--- src/rtl/fetch_unit.sv ---
// fetch_unit: holds the PC, issues one icache request at a time,
// predecodes the returned word and buffers it in the IQ.
// Optional: define STATIC_JAL_EN to predict JAL statically.
module fetch_unit #(
   parameter int          IQ_DEPTH_LOG = 4,
   parameter logic [31:0] RESET_PC     = 32'h0
) (
   input  logic        clk,
   input  logic        rst,
   input  logic        rdy,
   output logic        icache_valid,
   output logic [31:0] icache_addr,
   input  logic        icache_done,
   input  logic [31:0] icache_inst,
   output logic [31:0] bht_index,
   input  logic        bht_taken,
   output logic        iq_valid,
   output logic [31:0] iq_inst,
   output logic [31:0] iq_pc,
   output logic        iq_pred_taken,
   input  logic        iq_pop,
   input  logic        rob_clear,
   input  logic [31:0] rob_new_pc
);

   localparam int DEPTH = 1 << IQ_DEPTH_LOG;
   localparam int PW    = IQ_DEPTH_LOG;

   localparam logic [PW-1:0] PTR_ONE = 1;
   localparam logic [PW:0]   CNT_ONE = 1;

   localparam logic [6:0] OP_BR  = 7'b1100011;
   localparam logic [6:0] OP_JAL = 7'b1101111;

   typedef enum logic [1:0] {
      S_IDLE,
      S_WAIT,
      S_DISC
   } state_t;

   state_t        state_q, state_d;
   logic [31:0]   pc_q, pc_d;
   logic          iv_q, iv_d;
   logic [31:0]   addr_q, addr_d;
   logic [PW-1:0] head_q, head_d;
   logic [PW-1:0] tail_q, tail_d;
   logic [PW:0]   cnt_q, cnt_d;

   logic [31:0] qinst_q [DEPTH];
   logic [31:0] qpc_q   [DEPTH];
   logic        qpred_q [DEPTH];

   logic        enq;
   logic        pop;
   logic [6:0]  opcode;
   logic [31:0] b_imm;
   logic [31:0] next_pc;
   logic        pred;
`ifdef STATIC_JAL_EN
   logic [31:0] j_imm;
`endif

   assign icache_valid  = iv_q;
   assign icache_addr   = addr_q;
   assign bht_index     = {20'b0, pc_q[13:2]};
   assign iq_valid      = (cnt_q != '0);
   assign iq_inst       = qinst_q[head_q];
   assign iq_pc         = qpc_q[head_q];
   assign iq_pred_taken = qpred_q[head_q];

   // Predecode the returned word into a predicted next PC.
   always_comb begin
      opcode  = icache_inst[6:0];
      b_imm   = {{20{icache_inst[31]}}, icache_inst[7],
                 icache_inst[30:25], icache_inst[11:8], 1'b0};
      pred    = 1'b0;
      next_pc = pc_q + 32'd4;
`ifdef STATIC_JAL_EN
      j_imm   = {{12{icache_inst[31]}}, icache_inst[19:12],
                 icache_inst[20], icache_inst[30:21], 1'b0};
`endif
      if (opcode == OP_BR && bht_taken) begin
         pred    = 1'b1;
         next_pc = pc_q + b_imm;
      end
`ifdef STATIC_JAL_EN
      if (opcode == OP_JAL) begin
         pred    = 1'b1;
         next_pc = pc_q + j_imm;
      end
`endif
   end

   // Next-state: request FSM, PC update, queue pointers.
   always_comb begin
      state_d = state_q;
      pc_d    = pc_q;
      iv_d    = iv_q;
      addr_d  = addr_q;
      head_d  = head_q;
      tail_d  = tail_q;
      cnt_d   = cnt_q;
      enq     = 1'b0;
      pop     = 1'b0;
      if (rdy) begin
         if (rob_clear) begin
            pc_d   = rob_new_pc;
            head_d = '0;
            tail_d = '0;
            cnt_d  = '0;
            unique case (state_q)
               S_IDLE: state_d = S_IDLE;
               S_WAIT, S_DISC: begin
                  if (icache_done) begin
                     state_d = S_IDLE;
                     iv_d    = 1'b0;
                  end else begin
                     state_d = S_DISC;
                  end
               end
               default: state_d = S_IDLE;
            endcase
         end else begin
            pop = iq_pop && (cnt_q != '0);
            unique case (state_q)
               S_IDLE: begin
                  if (!cnt_q[PW]) begin
                     addr_d  = pc_q;
                     iv_d    = 1'b1;
                     state_d = S_WAIT;
                  end
               end
               S_WAIT: begin
                  if (icache_done) begin
                     enq     = 1'b1;
                     pc_d    = next_pc;
                     iv_d    = 1'b0;
                     state_d = S_IDLE;
                  end
               end
               S_DISC: begin
                  if (icache_done) begin
                     iv_d    = 1'b0;
                     state_d = S_IDLE;
                  end
               end
               default: state_d = S_IDLE;
            endcase
            if (pop) head_d = head_q + PTR_ONE;
            if (enq) tail_d = tail_q + PTR_ONE;
            unique case ({enq, pop})
               2'b10:   cnt_d = cnt_q + CNT_ONE;
               2'b01:   cnt_d = cnt_q - CNT_ONE;
               default: cnt_d = cnt_q;
            endcase
         end
      end
   end

   // Control and pointer registers.
   always_ff @(posedge clk) begin
      if (rst) begin
         state_q <= S_IDLE;
         pc_q    <= RESET_PC;
         iv_q    <= 1'b0;
         addr_q  <= RESET_PC;
         head_q  <= '0;
         tail_q  <= '0;
         cnt_q   <= '0;
      end else begin
         state_q <= state_d;
         pc_q    <= pc_d;
         iv_q    <= iv_d;
         addr_q  <= addr_d;
         head_q  <= head_d;
         tail_q  <= tail_d;
         cnt_q   <= cnt_d;
      end
   end

   // Queue storage; written at the tail on enqueue.
   always_ff @(posedge clk) begin
      if (rst) begin
         for (int i = 0; i < DEPTH; i++) begin
            qinst_q[i] <= '0;
            qpc_q[i]   <= '0;
            qpred_q[i] <= 1'b0;
         end
      end else if (enq) begin
         qinst_q[tail_q] <= icache_inst;
         qpc_q[tail_q]   <= pc_q;
         qpred_q[tail_q] <= pred;
      end
   end

endmodule

--- config.mk ---
export PLATFORM = sky130hd
export DESIGN_NAME = fetch_unit
export DESIGN_NICKNAME = d
export VERILOG_FILES = /design/src/rtl/fetch_unit.sv
export SDC_FILE = /design/constraint.sdc
export NUM_CORES = 2
export LEC_CHECK = 0
export BUFFER_PORTS_ARGS = -buffer_cell sky130_fd_sc_hd__buf_2
export CAP_MARGIN = 30
export CORE_MARGIN = 2
export CORE_UTILIZATION = 25
export DETAILED_ROUTE_END_ITERATION = 16
export PLACE_DENSITY_LB_ADDON = 0.05
export SLEW_MARGIN = 10
export SYNTH_ARGS = -nofsm -noshare
export SYNTH_HDL_FRONTEND = slang
export SYNTH_SLANG_ARGS = --single-unit
--- constraint.sdc ---
create_clock -name clk -period 4 [get_ports clk]
set_input_delay 0.2 -clock clk [delete_from_list [all_inputs] [get_ports clk]]
set_output_delay 0.2 -clock clk [all_outputs]
set_load 0.1 [all_outputs]
==> results.toml <==
[outcome]
outcome = "finished clean"

[global_routing]
grt_max_degree = 145
grt_antenna_before_repair = 15
grt_usage = 0.185
grt_remaining_overflow = 0
grt_pass1_vias = 35109
grt_first_pass_wirelength_um = 286000

[place]
place_congestion = 0.761
dp_hpwl_um = 108000
place_area_sq_mm = 0.0578
dp_cells = 6376
io_buffers = 181

[yosys]
ys_ff_latch = 1124
synthTopCellsByCount = "and3_1 (1054), edfxtp_1 (1040), clkbuf_1 (394), mux4_2 (325), nand2_1 (135)"
netlist_area_sq_mm = 0.0531
synth_area_leader_cell = "edfxtp_1"
synth.most_common_cell = "and3_1"
synth-edff-count = 1040
synth_top_flop_cell = "edfxtp_1"
synth_fa_ha_area_frac = 0.0107
async_flop_share = 0
synth_area_leaders = "edfxtp_1 (59%), mux4_2 (14%), and3_1 (12%)"
avgSynthCellArea_sq_um = 14.4
synth_top_area_share = 0.589
synthSimpleGateAreaFrac = 0.155
synth_cell_type_count = 78
synth_top_family_by_area = "simple AND/OR/NAND/NOR gates"
synth-compound-area-share = 0.0298
synth_cells = 3684
ys_seq_area_frac = 0.620
yosys_warnings = 0
synth_xor_area_frac = 0.00792
synthMuxAreaShare = 0.138

[sta]
fin_crit_sh = 0.934
relSlewSlack = 0.381
hold_violations = 0
setup_viol_count_final = 0
max_freq_mhz = 268
rsz0062_at_grt = "false"
tightest_slew_ns = 0.929
fin_skew_ns = 0.0406
hold_ws_ns = 0.0589
fin_setup_tns_ns = 0
min_period_ns = 3.74
slew_viol_final = 0

[detailed_routing]
drtIter0Drc = 2590
wl_per_cell_um = 30.0
drt-vias-per-instance = 4.89
detail-route-antenna-nets = 0
vias = 32837
route.detailed.drc = 0
drt_first_pass_iters = 5
drt_wl_total_um = 202000

[hold_path]
holdPathEnd = "qinst_q[11][9]"
hold_path.class = "primary input to flop"
hp-start = "icache_inst[9]"
whs_path_depth = 2

[cells_and_area]
syn2layout_area_growth_pct = 19.0
stdcell_area_sq_mm = 0.0632
nets = 3885
finalNonFillerCells = 6713
drive_above_1_share = 0.231

[setup_path]
r2r_slack_ns = 0.66
timing.rr.start = "pc_q[11]"
max_stage_delay_ns = 0.68
start_kind = "flop"
path_cells = "buf_4, mux4_2, mux4_2, buf_2"
crit_top_cell = "mux4_2"
crit_type = "flop to output port"
r2r_end = "pc_q[22]"
path_max_fanout = 20
cp.arrival_ns = 3.54
cp_slowest_cell = "dfxtp_4"
r2r_cells = 12
end_kind = "output port"
required_ns = 3.80

[power]
peakVddDrop_mv = 0.454
powerDensity_mw_per_mm2 = 458
leakage_uw = 0.0256

[floorplan]
coreArea_sq_mm = 0.211
num_io_pins = 202
dieArea_sq_mm = 0.216
rows = 169
start_util = 0.251
die_x_um = 465
die_height_um = 465

[cts]
cts-root-buf = "clkbuf_16"
h-tree-depth = 4
clkTransAtPathRegs_ns = 0.06
cts_made_buffers = 148
post_cts_buffers = 0
cts_sinks = 1124
clock_latency_ns = 0.80
clk_path_buf_depth = 3
cts_tree = "done"

[flow_run]
timing.max_cap.violations = 0
layout make-up:
type	count	area [sq um]
Antenna cell	6	15.0
Clock buffer	202	4110
Clock inverter	64	574
Fill cell	20972	148000
Inverter	18	67.6
Multi-Input combinational cell	2083	18400
Sequential cell	1124	32900
Tap cell	2821	3530
Timing Repair Buffer	395	3560
power breakdown:
group | switching (uW) | total [uW] | internal, uW
clock | 5380 | 13100 | 7740
combinational | 1800 | 2440 | 647
sequential | 138 | 13300 | 13200
total | 7310 | 28900 | 21600
per-stage QoR:
stage	setup slack (ns)	total power [uW]	util
floorplan	0.503	15000	-
global route	0.110	29900	0.299
CTS	0.0928	29400	0.299
finish	0.263	28900	0.299
detailed placement	0.658	16000	0.273
global placement	0.666	16000	0.273
cell usage in the layout, fill, tap and decap left out, types with 5 or more instances in the layout:
cell	n
a211oi_1	21
a21o_1	16
a21o_4	16
a21oi_1	105
a221oi_1	6
a31oi_1	6
and3_1	1053
buf_12	69
buf_2	180
buf_4	80
bufinv_16	9
clkbuf_1	42
clkbuf_16	155
clkbuf_8	5
clkinv_1	35
clkinv_2	10
conb_1	20
dfxtp_1	80
diode_2	6
dlygate4sd3_1	65
edfxtp_1	1040
ha_1	38
inv_1	17
mux4_2	325
nand2_1	135
nand3_1	28
nand3b_1	8
nand4_1	5
nor2_1	75
nor2b_1	8
nor3_1	28
nor4_1	5
o211ai_1	6
o21ai_0	44
o22ai_1	5
or3_1	6
xnor2_1	22
xor2_1	26
logic make-up after synthesis:
kind of cell | after synthesis
mux | 326
other cells | 1
xor+xnor | 48
simple gates | 1390
compound gates | 255
buf+inv | 496
fa+ha+maj | 44
flops | 1124
state kept, by name, indices dropped and copies added, names as in the netlist, named ones only:
name,cells
cnt_q,5
qpred_q,16
qinst_q,512
qpc_q,512
head_q,4
icache_valid,1
state_q,2
icache_addr,32
tail_q,4
pc_q,32
timing repair:
item                      4_1_cts  5_1_grt
gates resized for setup         0        0
hold endpoints to repair      471        0
hold buffers                   65        0
routing by layer:
layer / track usage / up-vias / share of wire / wire length, um
met5: 0 / - / 0.00016 / 33
met4: 0.0414 / 4 / 0.018 / 3640
met3: 0.0255 / 186 / 0.035 / 6970
met2: 0.295 / 635 / 0.47 / 94200
met1: 0.267 / 17490 / 0.48 / 96700
li1: - / 14522 / - / -
critical path: cells and delay by family, from the launching register on:
kind | cells | cell delay (ns)
buffers and inverters | 2 | 0.86
DFF | 1 | 0.68
muxes | 2 | 1.16
worst max path at each step:
stage                         from            end  slack (ns)  depth (start not counted)
finish                        flop       iq_pc[8]        0.26                          4
global route                  flop       iq_pc[4]        0.11                          4
CTS                           flop       iq_pc[8]        0.09                          4
detailed placement  icache_inst[8]       pc_q[29]        0.66                         13
global placement    icache_inst[8]       pc_q[31]        0.67                         13
floorplan               state_q[1]  qinst_q[0][0]        0.50                          8
No activity file was read; power rests on OpenSTA's default activity.
